===== src/rtl/clock_pkg.sv =====
// rtl/clock_pkg.sv - shared slow-clock constants and meter state type
package clock_pkg;

    // Defaults shared with the clock dividers so both ends agree
    localparam int CNT_W_DEF   = 32;
    localparam int TIMEOUT_DEF = 200000;

    typedef enum logic [1:0] {
        IDLE   = 2'd0,
        ARMED  = 2'd1,
        LOCKED = 2'd2
    } meter_state_e;

endpackage


===== src/rtl/sync_edge_detect.sv =====
// rtl/sync_edge_detect.sv - synchronizer, optional deglitch (TICK_METER_DEGLITCH_EN), rise/fall pulses
module sync_edge_detect #(
    parameter int SYNC_STAGES = 2
) (
    input  logic clk_i,
    input  logic rst_ni,
    input  logic sq_i,
    output logic rise_o,
    output logic fall_o
);

    logic [SYNC_STAGES-1:0] sync_q;
    logic                   sync_lvl;
    logic                   lvl;
    logic                   prev_q;
    logic                   rise_q;
    logic                   fall_q;

    assign sync_lvl = sync_q[SYNC_STAGES-1];

`ifdef TICK_METER_DEGLITCH_EN
    logic [1:0] hist_q;

    // A new level is accepted only once it has held for two further cycles
    assign lvl = ((sync_lvl == hist_q[0]) && (sync_lvl == hist_q[1])) ? sync_lvl : prev_q;

    always_ff @(posedge clk_i) begin
        if (!rst_ni) begin
            hist_q <= '0;
        end else begin
            hist_q <= {hist_q[0], sync_lvl};
        end
    end
`else
    assign lvl = sync_lvl;
`endif

    always_ff @(posedge clk_i) begin
        if (!rst_ni) begin
            sync_q <= '0;
            prev_q <= 1'b0;
            rise_q <= 1'b0;
            fall_q <= 1'b0;
        end else begin
            sync_q <= {sync_q[SYNC_STAGES-2:0], sq_i};
            prev_q <= lvl;
            rise_q <= lvl & ~prev_q;
            fall_q <= ~lvl & prev_q;
        end
    end

    assign rise_o = rise_q;
    assign fall_o = fall_q;

endmodule


===== src/rtl/clock_tick_meter.sv =====
// rtl/clock_tick_meter.sv - tick generation, period/high-time measurement, lock and loss tracking
module clock_tick_meter
    import clock_pkg::*;
#(
    parameter int CNT_W       = CNT_W_DEF,
    parameter int TIMEOUT     = TIMEOUT_DEF,
    parameter int SYNC_STAGES = 2
) (
    input  logic             clk_in,
    input  logic             rst_n,
    input  logic             sq_in,
    output logic             tick,
    output logic [CNT_W-1:0] period,
    output logic [CNT_W-1:0] high_time,
    output logic             meas_valid,
    output logic             locked,
    output logic             lost
);

    localparam logic [CNT_W-1:0] TIMEOUT_C = CNT_W'(TIMEOUT);
    localparam logic [CNT_W-1:0] CNT_MAX   = '1;
    localparam logic [CNT_W-1:0] CNT_ONE   = CNT_W'(1);

    logic             rise;
    logic             fall;
    meter_state_e     state_q, state_d;
    logic [CNT_W-1:0] run_cnt_q, run_cnt_d;
    logic [CNT_W-1:0] hi_cap_q, hi_cap_d;
    logic [CNT_W-1:0] period_q, period_d;
    logic [CNT_W-1:0] high_q, high_d;
    logic             meas_q, meas_d;
    logic             lost_q, lost_d;

    sync_edge_detect #(
        .SYNC_STAGES(SYNC_STAGES)
    ) u_sync_edge_detect (
        .clk_i (clk_in),
        .rst_ni(rst_n),
        .sq_i  (sq_in),
        .rise_o(rise),
        .fall_o(fall)
    );

    always_comb begin
        state_d   = state_q;
        run_cnt_d = (run_cnt_q == CNT_MAX) ? run_cnt_q : run_cnt_q + CNT_ONE;
        hi_cap_d  = hi_cap_q;
        period_d  = period_q;
        high_d    = high_q;
        meas_d    = 1'b0;
        lost_d    = lost_q;

        if (rise) begin
            run_cnt_d = CNT_ONE;
            lost_d    = 1'b0;
        end
        if (fall) begin
            hi_cap_d = run_cnt_q;
        end

        case (state_q)
            IDLE: begin
                if (rise) begin
                    state_d = ARMED;
                end
            end
            ARMED, LOCKED: begin
                // A tick landing on the timeout cycle still counts as a valid edge
                if (rise) begin
                    period_d = run_cnt_q;
                    high_d   = hi_cap_q;
                    meas_d   = 1'b1;
                    state_d  = LOCKED;
                end else if (run_cnt_q == TIMEOUT_C) begin
                    state_d = IDLE;
                    lost_d  = 1'b1;
                end
            end
            default: state_d = IDLE;
        endcase
    end

    always_ff @(posedge clk_in) begin
        if (!rst_n) begin
            state_q   <= IDLE;
            run_cnt_q <= '0;
            hi_cap_q  <= '0;
            period_q  <= '0;
            high_q    <= '0;
            meas_q    <= 1'b0;
            lost_q    <= 1'b0;
        end else begin
            state_q   <= state_d;
            run_cnt_q <= run_cnt_d;
            hi_cap_q  <= hi_cap_d;
            period_q  <= period_d;
            high_q    <= high_d;
            meas_q    <= meas_d;
            lost_q    <= lost_d;
        end
    end

    assign tick       = rise;
    assign period     = period_q;
    assign high_time  = high_q;
    assign meas_valid = meas_q;
    assign locked     = (state_q == LOCKED);
    assign lost       = lost_q;

endmodule


===== config.mk =====
export PLATFORM = sky130hd
export DESIGN_NAME = clock_tick_meter
export DESIGN_NICKNAME = d
export VERILOG_FILES = /design/src/rtl/clock_pkg.sv /design/src/rtl/sync_edge_detect.sv /design/src/rtl/clock_tick_meter.sv
export SDC_FILE = /design/constraint.sdc
export NUM_CORES = 1
export LEC_CHECK = 0
export CORE_MARGIN = 5
export CORE_UTILIZATION = 50
export CTS_CLUSTER_SIZE = 16
export DETAILED_ROUTE_END_ITERATION = 16
export GPL_TIMING_DRIVEN = 0
export PLACE_DENSITY = 0.73
export SLEW_MARGIN = 20
export SYNTH_ARGS = -nofsm -noshare
export SYNTH_HDL_FRONTEND = slang
export SYNTH_SLANG_ARGS = --single-unit

===== constraint.sdc =====
create_clock -name clk_in -period 3.9 [get_ports clk_in]
set_input_delay 0.39 -clock clk_in [delete_from_list [all_inputs] [get_ports clk_in]]
set_output_delay 0.39 -clock clk_in [all_outputs]
set_load 0.005 [all_outputs]

# --- Word level (Yosys, flattened, before mapping) ---
# Index checks and enable logic that the tools add are counted.
op_classes:
  n_addsub: 1
  eq_ne: 7
  mux: 11
  n_bitwise: 5
  n_reduce_logical: 6
op_table:
  columns: ["operator", "count"]
  rows:
  - ["$add 32x1->32 const B", 1]
  - ["$eq 32x18->1 const B", 1]
  - ["$eq 32x32->1 const B", 1]
  - ["$mux 1", 7]
  - ["$mux 2", 3]
  - ["$reduce_and 2->1", 3]
  - ["$ne 2x1->1 const B", 2]
  - ["$pmux 2 s2", 1]
  - ["$reduce_or 2->1", 2]
  - ["$ne 3x2->1 const B", 1]
  - ["$not 1->1", 3]
  - ["$and 1x1->1", 2]
  - ["$eq 2x1->1 const B", 1]
  - ["$eq 2x2->1 const B", 1]
  - ["$logic_not 2->1", 1]
word_totals:
  ff_bits: 137
  inputBits: 3
  output_inout_bits: 68
  word_cells: 42

# --- Logic depth before layout (Yosys ltp) ---
logic_depth:
  word_depth: 4
  mapped_depth: 10
  mapped_depth_nobuf: 7

# --- By module ---
# Synthesis repeated with hierarchy kept, for this count alone.
unflattened:
  hier_cells: 631
  area_unflattened_um2: 5686.7
by_module_without_submodules:
  columns: ["module", "instances", "cells_each", "area_each_um2", "seq_area_each_um2"]
  rows:
  - ["clock_tick_meter", 1, 621, 5546.6, 2642.5]
  - ["sync_edge_detect", 1, 10, 140.1, 100.1]

# --- Worst setup path before layout ---
# Ideal clock, no wire load.
synth_path:
  path_kind: "register to register"
  start: "register run_cnt_q[0]"
  end: "register run_cnt_q[27]"
  setup_ps: 59
  arrival_time_ps: 1930
  required_ps: 3841
  path_slack_ps: 1911
  stages_incl_launch_ff: 9
  n_path_buf: 2
  period_less_slack_ps: 1989
  path_cell_list: "dfxtp_1 > ha_1 > and3_1 > and3b_1 > and4_4 > buf_4 > buf_6 > or4_1 > nand2_1"
synth_via:
  elab_chain_cells: 1
  elab_cells_between_ends: 2
  cone_classes: "add/sub: 1; eq/ne: 1"
synth_rtl:
  columns: ["element", "line_no", "rtl"]
  rows:
  - ["start, declared", "clock_tick_meter.sv:27", "logic [CNT_W-1:0] run_cnt_q, run_cnt_d;"]
  - ["start signal, assigned", "clock_tick_meter.sv:94", "run_cnt_q <= run_cnt_d;"]
  - ["$add 32x1->32 / $eq 32x32->1 (equally long branches)", "clock_tick_meter.sv:46", "run_cnt_d = (run_cnt_q == CNT_MAX) ? run_cnt_q : run_cnt_q + CNT_ONE;"]
# Several ways; a longest one is shown, not always the timed one.
# A chain may end at the register's enable or synchronous reset.

# --- Worst setup path in the final report ---
layout_path:
  start: "register run_cnt_q[0]"
  end: "register run_cnt_q[29]"
# Same word-level chain as after synthesis.

==> results.yml <==
die:
  die_area_um2: 13600
  die_x_um: 117
  rows: 39
  ios: 71
  core_region_area_um2: 11300
  fp.dieH_um: 117
  initial_core_util_pct: 50.5
timing:
  final_hold_viol_count: 0
  fin_skew_ns: 0.00701
  max_slew.worst_pin.slew_ns: 0.764
  fin_setup_tns_ns: 0
  setup_viol: 0
  max-slew-margin-rel_pct: 48.6
  post-route-period-util_pct: 61.6
  whs_ns: 0.425
  min_period_ns: 2.40
  rsz0062_at_grt: "false"
  max_freq_ghz: 0.416
  drv_slew: 0
cts:
  cts.sinks: 137
  insertion_delay_ns: 0.42
  cts-resized-gates: 0
  hold_buffers: 0
  cts_setup_buffers: 0
  clk_path_buf_depth: 2
  cts_root_buf: "clkbuf_16"
  clk_pin_slew_worst_paths_ns: 0.06
  htree_levels: 4
  cts_tree: "done"
  cts_buffers: 17
worst_setup_path:
  timing.rr.start: "run_cnt_q[0]"
  cp.arrival_ns: 2.75
  worstReg2RegEnd: "run_cnt_q[29]"
  ff2ff_path_depth: 9
  worst_ep_required_time_ns: 4.25
  r2r_slack_ns: 1.50
  critPathMaxFanout: 10
  setup.worst_path.class: "reg -> reg"
  start_kind: "flop"
  critPathCaptureType: "flop"
grt:
  grt_antenna_before_repair: 1
  grt_pass1_wl_um: 23400
  grt_max_degree: 17
  grt_pass1_vias: 4761
  grt_util_met1_pct: 27.3
  grtUsageMet3_pct: 5.03
  gr-usage-met2_pct: 37.4
  top_usage_layer: "met2"
  grt_util_all_layers_pct: 22.3
  overflow: 0
job:
  cap_viol_max_count: 0
logic_synthesis:
  yosys-top-cells-area: "dfxtp_1 48%, nand2_1 10%, a21boi_0 8.4%"
  synthCells: 640
  synth_warnings: 0
  synth_cell_type_count: 44
  syn_avg_cell_area_um2: 8.90
  ys_ff_latch: 137
  syn-num-nets: 649
  synth_area_um2: 5700
  synth_top_area_share_pct: 48.2
  synth-seq-area-share_pct: 48.2
  synth.largest_area_cell: "dfxtp_1"
cells_and_area:
  mostFrequentLayoutCells: "153 x nand2_1, 137 x dfxtp_1, 70 x clkdlybuf4s50_1"
  design_area_um2: 7220
  antenna_cells: 0
  nets: 738
  final_cells: 885
  syn_to_final_growth_pct: 26.8
  final_util_pct: 64.1
  final_common_cell: "nand2_1"
  layout-drive-gt1-share_pct: 6.60
pwr:
  leakagePower_nw: 2.39
  ir_worst_vdd_mv: 0.257
  powerDensity_nw_per_um2: 453
drt:
  ant_nets: 0
  drcViolationCount: 0
  wl_per_cell_um: 16.1
  drt_iter0_drc: 269
  vias_per_cell: 5.44
  vias: 4815
  drtPass1Iterations: 5
  finalWirelength_um: 14300
worst_hold_path:
  hold_start: "u_sync_edge_detect.prev_q"
  min_path_cells: 1
  hp-class: "reg -> reg"
  hold_end: "u_sync_edge_detect.rise_o"
place:
  hpwl_um: 10000
  routabilityCongestion: 0.880
  dpl_cell_area_um2: 6580
  dpl.cell_count: 853
  portBuffers: 70
status:
  status: "completed"
-- power by group --
group          leakage (nW)  internal [W]  switching (W)
sequential             1.10       0.00141     0.00000952
combinational         0.966     0.0000446      0.0000667
clock                 0.317       0.00114       0.000604
-- cell usage after synthesis --
master,count
a21boi_0,64
a21oi_1,21
a31o_2,1
a32o_1,1
and2_1,6
and3_1,8
and3b_1,2
and4_1,7
and4_4,2
buf_1,4
buf_2,8
buf_4,1
buf_6,2
clkbuf_1,32
dfxtp_1,137
ha_1,6
inv_1,7
mux2_2,1
mux2i_1,33
nand2_1,153
nand2b_1,3
nand3_1,12
nand3_2,1
nand4_1,9
nand4_4,1
nor2_1,4
nor2b_1,34
nor3_1,2
nor4_1,4
nor4b_1,1
nor4bb_1,1
o211ai_1,7
o21a_1,1
o21ai_0,11
o21ai_1,3
o21bai_1,1
o311ai_0,2
o31ai_1,8
o41ai_1,1
or2_2,1
or3_1,17
or4_1,18
xnor2_1,1
xor2_1,1
-- layer usage --
metal | up-vias | wire [um]
met5 | - | 0
met4 | 0 | 381
met3 | 31 | 664
met2 | 137 | 6900
met1 | 2255 | 6340
li1 | 2392 | -
-- metrics by stage --
| stage | power, W | setup slack (ns) |
|---|---|---|
| 2_1_floorplan | 0.00152 | 1.91 |
| 3_3_place_gp | 0.00155 | 1.61 |
| 3_5_place_dp | 0.00156 | 1.59 |
| 4_1_cts | 0.00329 | 1.54 |
| 5_1_grt | 0.00338 | 1.37 |
| 6_report | 0.00327 | 1.50 |
-- final cells by class --
| class | count | area, um2 |
|---|---|---|
| fillers | 967 | 4050 |
| flip-flops and latches | 137 | 2740 |
| multi-input cells | 449 | 2720 |
| repair buffers | 70 | 701 |
| clock buffers | 22 | 484 |
| plain buffers | 47 | 205 |
| well taps | 143 | 179 |
| clock inverters | 10 | 164 |
| inverters | 7 | 26.3 |
-- cells by family (layout without fill, tap and decap cells) --
group / Yosys count / in the layout / synth area share (%)
AO/OA/AOI/OAI: 121 / 121 / 14.5
XOR/XNOR: 2 / 2 / 0.308
adder cells (fa/ha/maj): 6 / 6 / 1.32
buffers and inverters: 54 / 156 / 4.06
flip-flops: 137 / 137 / 48.2
multiplexers: 34 / 34 / 6.00
AND/OR/NAND/NOR: 286 / 286 / 25.6
-- flip-flops by register name, summed over array words and instances, names as in the netlist --
| register | count |
|---|---|
| hi_cap_q | 32 |
| high_time | 32 |
| period | 32 |
| run_cnt_q | 32 |
| state_q | 2 |
| u_sync_edge_detect.sync_q | 2 |
| lost | 1 |
| meas_valid | 1 |
| u_sync_edge_detect.fall_o | 1 |
| u_sync_edge_detect.prev_q | 1 |
| u_sync_edge_detect.rise_o | 1 |
-- worst max path at each step --
stage	startpoint	end	slack, ns
floorplan	run_cnt_q[0]	run_cnt_q[27]	1.91
global placement	run_cnt_q[0]	run_cnt_q[29]	1.61
detailed placement	run_cnt_q[0]	run_cnt_q[29]	1.59
CTS	run_cnt_q[0]	run_cnt_q[29]	1.54
global route	state_q[1]	period[16]	1.37
finish	run_cnt_q[0]	run_cnt_q[29]	1.50
-- worst max-delay path, stage by stage (launching register included) --
cell and delay (ns):
dfxtp_1 0.53, ha_1 0.39, and3_1 0.19, and3b_1 0.22, and4_4 0.22, buf_4 0.15, buf_6 0.14, buf_2 0.24
o21ai_1 0.11, a21oi_1 0.14
(Power assumes the default switching activity.)
